`config.mk`:
```
export PLATFORM = sky130hd
export DESIGN_NAME = sar_search_ctrl
export DESIGN_NICKNAME = d
export VERILOG_FILES = /design/src/rtl/sar_search_ctrl.sv
export SDC_FILE = /design/constraint.sdc
export NUM_CORES = 1
export LEC_CHECK = 0
export BUFFER_PORTS_ARGS = -buffer_cell sky130_fd_sc_hd__buf_2
export CELL_PAD_IN_SITES_DETAIL_PLACEMENT = 1
export CELL_PAD_IN_SITES_GLOBAL_PLACEMENT = 2
export CORE_MARGIN = 1
export CORE_UTILIZATION = 31
export CTS_CLUSTER_DIAMETER = 50
export DETAILED_ROUTE_END_ITERATION = 12
export PLACE_DENSITY = 0.85
export SLEW_MARGIN = 20
export SYNTH_ARGS = -nofsm -noshare
export SYNTH_HDL_FRONTEND = slang
export SYNTH_SLANG_ARGS = --single-unit
```
`constraint.sdc`:
```
create_clock -name clk -period 2.2 [get_ports clk]
set_input_delay 0 -clock clk [delete_from_list [all_inputs] [get_ports clk]]
set_output_delay 0 -clock clk [all_outputs]
set_load 0.02 [all_outputs]
```
`src/rtl/sar_search_ctrl.sv`:
```
// Successive-approximation search controller: drives trial codes into an external
// combinational comparator and resolves the hidden target MSB-first.
module sar_search_ctrl #(
    parameter int W = 4
) (
    input  logic         clk,
    input  logic         rst_n,
    input  logic         start,
    input  logic         cmp_eq,
    input  logic         cmp_gt,
    input  logic         cmp_lt,
    output logic [W-1:0] trial,
    output logic         busy,
    output logic         done,
    output logic [W-1:0] result,
    output logic         match,
    output logic         err
);
    localparam int IDX_W = (W > 1) ? $clog2(W) : 1;
    localparam logic [W-1:0] MSB_CODE = W'(1) << (W - 1);

    typedef enum logic [1:0] {IDLE, TEST, DONE} state_t;

    state_t           state;
    logic [IDX_W-1:0] idx;
    logic [W-1:0]     bit_mask;
    logic [W-1:0]     trial_upd;
    logic             flags_onehot;

    // bit_mask marks the bit under test; trial_upd is the trial after resolving it
    always_comb begin
        bit_mask     = W'(1) << idx;
        trial_upd    = cmp_gt ? (trial & ~bit_mask) : trial;
        flags_onehot = ({cmp_eq, cmp_gt, cmp_lt} == 3'b100) ||
                       ({cmp_eq, cmp_gt, cmp_lt} == 3'b010) ||
                       ({cmp_eq, cmp_gt, cmp_lt} == 3'b001);
    end

    always_ff @(posedge clk or negedge rst_n) begin
        if (!rst_n) begin
            state  <= IDLE;
            trial  <= '0;
            result <= '0;
            busy   <= 1'b0;
            done   <= 1'b0;
            match  <= 1'b0;
            err    <= 1'b0;
            idx    <= IDX_W'(W - 1);
        end else begin
            case (state)
                IDLE: begin
                    done <= 1'b0;
                    if (start) begin
                        trial <= MSB_CODE;
                        idx   <= IDX_W'(W - 1);
                        match <= 1'b0;
                        err   <= 1'b0;
                        busy  <= 1'b1;
                        state <= TEST;
                    end
                end
                TEST: begin
                    if (!flags_onehot) begin
                        result <= trial;
                        err    <= 1'b1;
                        busy   <= 1'b0;
                        done   <= 1'b1;
                        state  <= DONE;
                    end else if (cmp_eq) begin
                        result <= trial;
                        match  <= 1'b1;
                        busy   <= 1'b0;
                        done   <= 1'b1;
                        state  <= DONE;
                    end else if (idx == '0) begin
                        trial  <= trial_upd;
                        result <= trial_upd;
                        busy   <= 1'b0;
                        done   <= 1'b1;
                        state  <= DONE;
                    end else begin
                        // Resolve this bit and tentatively set the next lower one
                        trial <= trial_upd | (bit_mask >> 1);
                        idx   <= idx - IDX_W'(1);
                    end
                end
                DONE: begin
                    done  <= 1'b0;
                    state <= IDLE;
                end
                default: begin
                    busy  <= 1'b0;
                    done  <= 1'b0;
                    state <= IDLE;
                end
            endcase
        end
    end

endmodule

```
* Yosys cells after proc, flatten, opt, wreduce, memory -nomap -nowiden
Index checks and enable logic that the tools add are counted.
W data, S select, Z words.
** Storage, ports and cells
- Bits in registers :: 16
- Input port bits :: 6
- Output and inout port bits :: 12
** Operators by class
- Add/subtract/negate cells :: 1
- Eq/ne operators :: 13
- Shift-type cells :: 1
- Muxes and demuxes :: 34
- Bitwise gates (word level) :: 4
- Reductions and logical operators :: 12
** Operator list (count)
- $mux W4 :: 8
- $mux W2 :: 8
- $mux W1 :: 12
- $ne A2 B2 Y1 const B :: 6
- $pmux W2 S2 :: 2
- $pmux W4 S2 :: 1
- $reduce_and A4 Y1 :: 2
- $reduce_and A3 Y1 :: 2
- $reduce_and A5 Y1 :: 1
- $and A4 B4 Y4 :: 1
- $logic_not A2 Y1 :: 2
- $ne A4 B4 Y1 const B :: 1
- $not A4 Y4 :: 1
- $or A4 B3 Y4 :: 1
- $pmux W1 S2 :: 2
- $reduce_and A2 Y1 :: 2
- $shl A1 B2 Y4 const A :: 1
- $eq A3 B1 Y1 const B :: 1
- $eq A3 B2 Y1 const B :: 1
- $eq A3 B3 Y1 const B :: 1
- $ne A3 B2 Y1 const B :: 1
- $pmux W1 S3 :: 1
- $eq A2 B1 Y1 const B :: 1
- $eq A2 B2 Y1 const B :: 1
- other kinds (4) :: 5

* Depth between registers and ports, before layout
- Depth in word-level cells :: 9
- Gate-level depth with buffers :: 6
- Depth with buffers taken out :: 6

* Least setup slack after synthesis
OpenSTA, ideal clock, no wires.
- Kind :: reg2reg
- Start point :: reg idx[0]
- End point :: reg idx[0]
- Setup time :: 79 ps
- Arrival time :: 1441 ps
- Required time :: 2121 ps
- Slack :: 680 ps
- Stages on the path, launching flop included :: 7
- Path buffers :: 0
- Clock period less this slack :: 1520 ps
- Cells stage by stage :: dfstp_2 > inv_1 > ha_1 > nor2_1 > a21oi_1 > a211o_1 > o21ai_0
** On the way
- Word-level cells in the longest chain between the ends :: 5
- Elaborated cells between the ends (all ways) :: 8
- Classes of those cells :: 1 x add/sub; 1 x eq/ne; 4 x mux; 2 x reduce/logical
** RTL lines
- start, declared :: RTL line 25 : logic [IDX_W-1:0] idx;
- start signal, assigned :: RTL line 48 : idx <= IDX_W'(W - 1);
- start signal, assigned :: RTL line 55 : idx <= IDX_W'(W - 1);
- start signal, assigned :: RTL line 84 : idx <= idx - IDX_W'(1);
- $sub A2 B1 Y2 :: RTL line 84
- $mux W2 :: RTL line 75 : end else if (idx == '0) begin
- $mux W2 :: RTL line 69 : end else if (cmp_eq) begin
- $mux W2 :: RTL line 63 : if (!flags_onehot) begin
- $pmux W2 S2 :: RTL line 50 : case (state)
Several ways; a longest one is shown, not always the timed one. The select of a mux whose other input is x is not followed.
A chain may end at the register's enable or synchronous reset.

* Worst setup path after layout
Ends and elaborated chain as after synthesis.

==> summary.md <==
| Metric | Value |
|---|---|
| Post-synthesis sequential element count | 16 |
| Number of enable flip-flop cells after synthesis | 0 |
| Starting density of the core | 33.1% |
| Antenna-violating nets left | 0 |
| Number of global-route vias before repair | 701 |
| Multi-input logic area | 402 sq um |
| Final setup violation count | 0 |
| First-pass GRT wire length | 3380 microns |
| Register Area | 403 sq um |
| Worst slew pin tran | 0.551 ns |
| RR Startpoint | idx[0]$_DFFE_PN1P_ |
| Peak VDD IR | 0.658 mV |
| Largest net degree at the start of global routing | 17 |
| FP Rows | 18 |
| Area grow syn2layout | 19.2% |
| Power Density | 1320 nW/um^2 |
| Sequential area share after synthesis | 48.2% |
| Async S/R FF share, synth | 100% |
| Vias per cell | 5.09 |
| Ant. Diodes | 0 |
| Pleak | 0.000490 uW |
| Setup Total Neg Slack | 0 ns |
| Avg Cell Area, Syn | 9.39 sq um |
| Slew HR | 63.2% |
| DRC violations left | 0 |
| # H-tree levels | 1 |
| Min-Delay Path Class | primary input to register |
| Final Hold Violating Endpoints | 0 |
| Max Clock Freq | 589 MHz |
| Final wirelength | 2140 microns |
| Syn nets | 99 |
| Ports | 18 |
| Smallest hold slack | 0.0713 ns |
| CTS max path bufs | 2 |
| Critical Path AT | 1.92 ns |
| Synth Flop Type | dfrtp_1 |
| Clock Sinks | 16 |
| Type of destination of the critical path | register |
| Die Wd | 53.9 microns |
| Syn. warnings | 0 |
| Nets | 120 |
| Yosys cell types | 28 |
| Final period util | 77.2% |
| Final Power | 1320 uW |
| Maximum fanout along the worst path | 5 |
| RSZ-0062 raised after global routing | false |
| Full die area | 2910 sq um |
| Final Max Tran Viols | 0 |
| Min cycle time layout | 1.70 ns |
| DP HPWL | 1590 microns |
| Post-layout util | 39.5% |
| DRT Pass-1 Iters | 4 |
| Skew final | 0.00211 ns |
| Post-CTS setup buffers | 0 |
| Insertion delay to the later sink of the worst-skew pair | 0.29 ns |
| Maxcap violations | 0 |
| Drt first-iter violations | 6 |
| CTS root buf | clkbuf_4 |
| CTS tree | built |
| Startpoint types | register |
| Initial antenna violation count | 0 |
| Cells after synthesis | 89 |
| Vias | 707 |
| Status | complete, no violations |
| Total GRT Usage | 17.3% |
| CTS Buf Count | 3 |
| Mapped Area | 836 sq um |
| Core area | 2520 sq um |
| Port Buffers | 17 |
| Worst-path clk slew | 0.10 ns |
| WL/cell | 15.4 microns |
| Hold path start | cmp_eq |
| DIE HEIGHT | 53.9 microns |
| Post-CTS Resized | 0 |
| CP startpoint | idx[0]$_DFFE_PN1P_ |
| GRT Residual Overflow | 0 |
| GP Congestion | 0.792 |
| Data required, critical path | 2.42 ns |
| Layout cells sized above 1 | 24.8% |
| Kind of critical path | register to register |
| # fillers | 304 |
-- worst max-delay path, stage by stage, from the launching register on --
cell and delay (ns):
dfstp_2 0.57, inv_1 0.08, ha_1 0.23, nor2_1 0.23
a21oi_1 0.15, a211o_1 0.29, o21ai_0 0.08
-- per-layer routing --
metal | share of wire, % | track usage (%)
met5 | 0 | 0
met4 | 0.84 | 7.46
met3 | 4.1 | 6.21
met2 | 47 | 27.4
met1 | 48 | 20.9
-- path summary, 6_finish.rpt --
check                                              to  slack (ns)  depth (start not counted)
worst max-delay path               idx[0]$_DFFE_PN1P_        0.50                          6
worst min-delay path                match$_DFFE_PN0P_        0.07                          3
worst max register to register     idx[0]$_DFFE_PN1P_        0.50                          6
worst min register to register  result[1]$_DFFE_PN0P_        0.49                          2
max in group asynchronous          idx[1]$_DFFE_PN1P_        1.74                          2
min in group asynchronous        trial[2]$_DFFE_PN0P_        0.15                          2
-- repair_timing --
item	in CTS	in global routing
hold endpoints to repair	16	0
endpoints found under the setup margin	0	0
hold buffers	1	0
-- cell usage after synthesis, types with 2 or more instances --
cell type	count	area [sq um]
nor2b_1	3	18.8
a31oi_1	2	12.5
ha_1	4	50.1
dfrtp_1	14	350
a221o_1	2	20.0
a21oi_1	3	15.0
nor3b_1	2	15.0
nor2_1	6	22.5
nand2b_1	2	12.5
and3_1	2	12.5
nand2_1	15	56.3
dfstp_2	2	52.6
inv_1	6	22.5
o21ai_0	12	60.1
-- registers in the layout (all words and copies together) (netlist names) --
name,flops
state,2
trial,4
match,1
done,1
err,1
busy,1
result,4
idx,2
-- logic make-up after synthesis --
kind of cell / Yosys count / share of synthesized area, %
buffers and inverters: 8 / 3.74
adder cells (fa/ha/maj): 4 / 5.99
AND/OR/NAND/NOR: 33 / 19.2
XOR/XNOR: 2 / 2.99
flip-flops: 16 / 48.2
AO/OA/AOI/OAI: 26 / 19.9
-- placed cells by master (no fill, tap or decap), drive strengths merged --
cell         synthesis  routed
buf                  1      17
nand2               15      15
dfrtp               14      14
o21ai               12      12
inv                  6       6
nor2                 6       6
ha                   4       4
a21oi                4       4
clkbuf               1       4
nor2b                3       3
and3                 3       3
a221o                2       2
nand2b               2       2
nor3b                2       2
a31oi                2       2
dfstp                2       2
xor2                 2       2
or2                  1       1
a41oi                1       1
a21o                 1       1
nand4b               1       1
a221oi               1       1
a211o                1       1
o31ai                1       1
o21a                 1       1
dlygate4sd3          0       1
-- metrics by stage --
| step | area (sq um) | worst slack [ns] | std cells |
|---|---|---|---|
| detailed placement | 950 | 0.502 | 134 |
| finish | 996 | 0.502 | 139 |
| global route | 996 | 0.323 | 139 |
| CTS | 996 | 0.476 | 139 |
| floorplan | 836 | 0.680 | 89 |
| global placement | 950 | 0.593 | 134 |
-- where the power goes --
| part | switching [uW] | total (uW) | internal, uW |
|---|---|---|---|
| Clock | 97.3 | 198 | 101 |
| Combinational | 360 | 576 | 217 |
| Sequential | 120 | 544 | 425 |
-- cell type report --
type / count / area share (%)
multi-input combinational: 65 / 40.3
inverter: 6 / 2.26
tap: 30 / 3.77
sequential: 16 / 40.5
clock buffer: 4 / 3.64
timing repair buffer: 18 / 9.55
(Power assumes the default switching activity.)
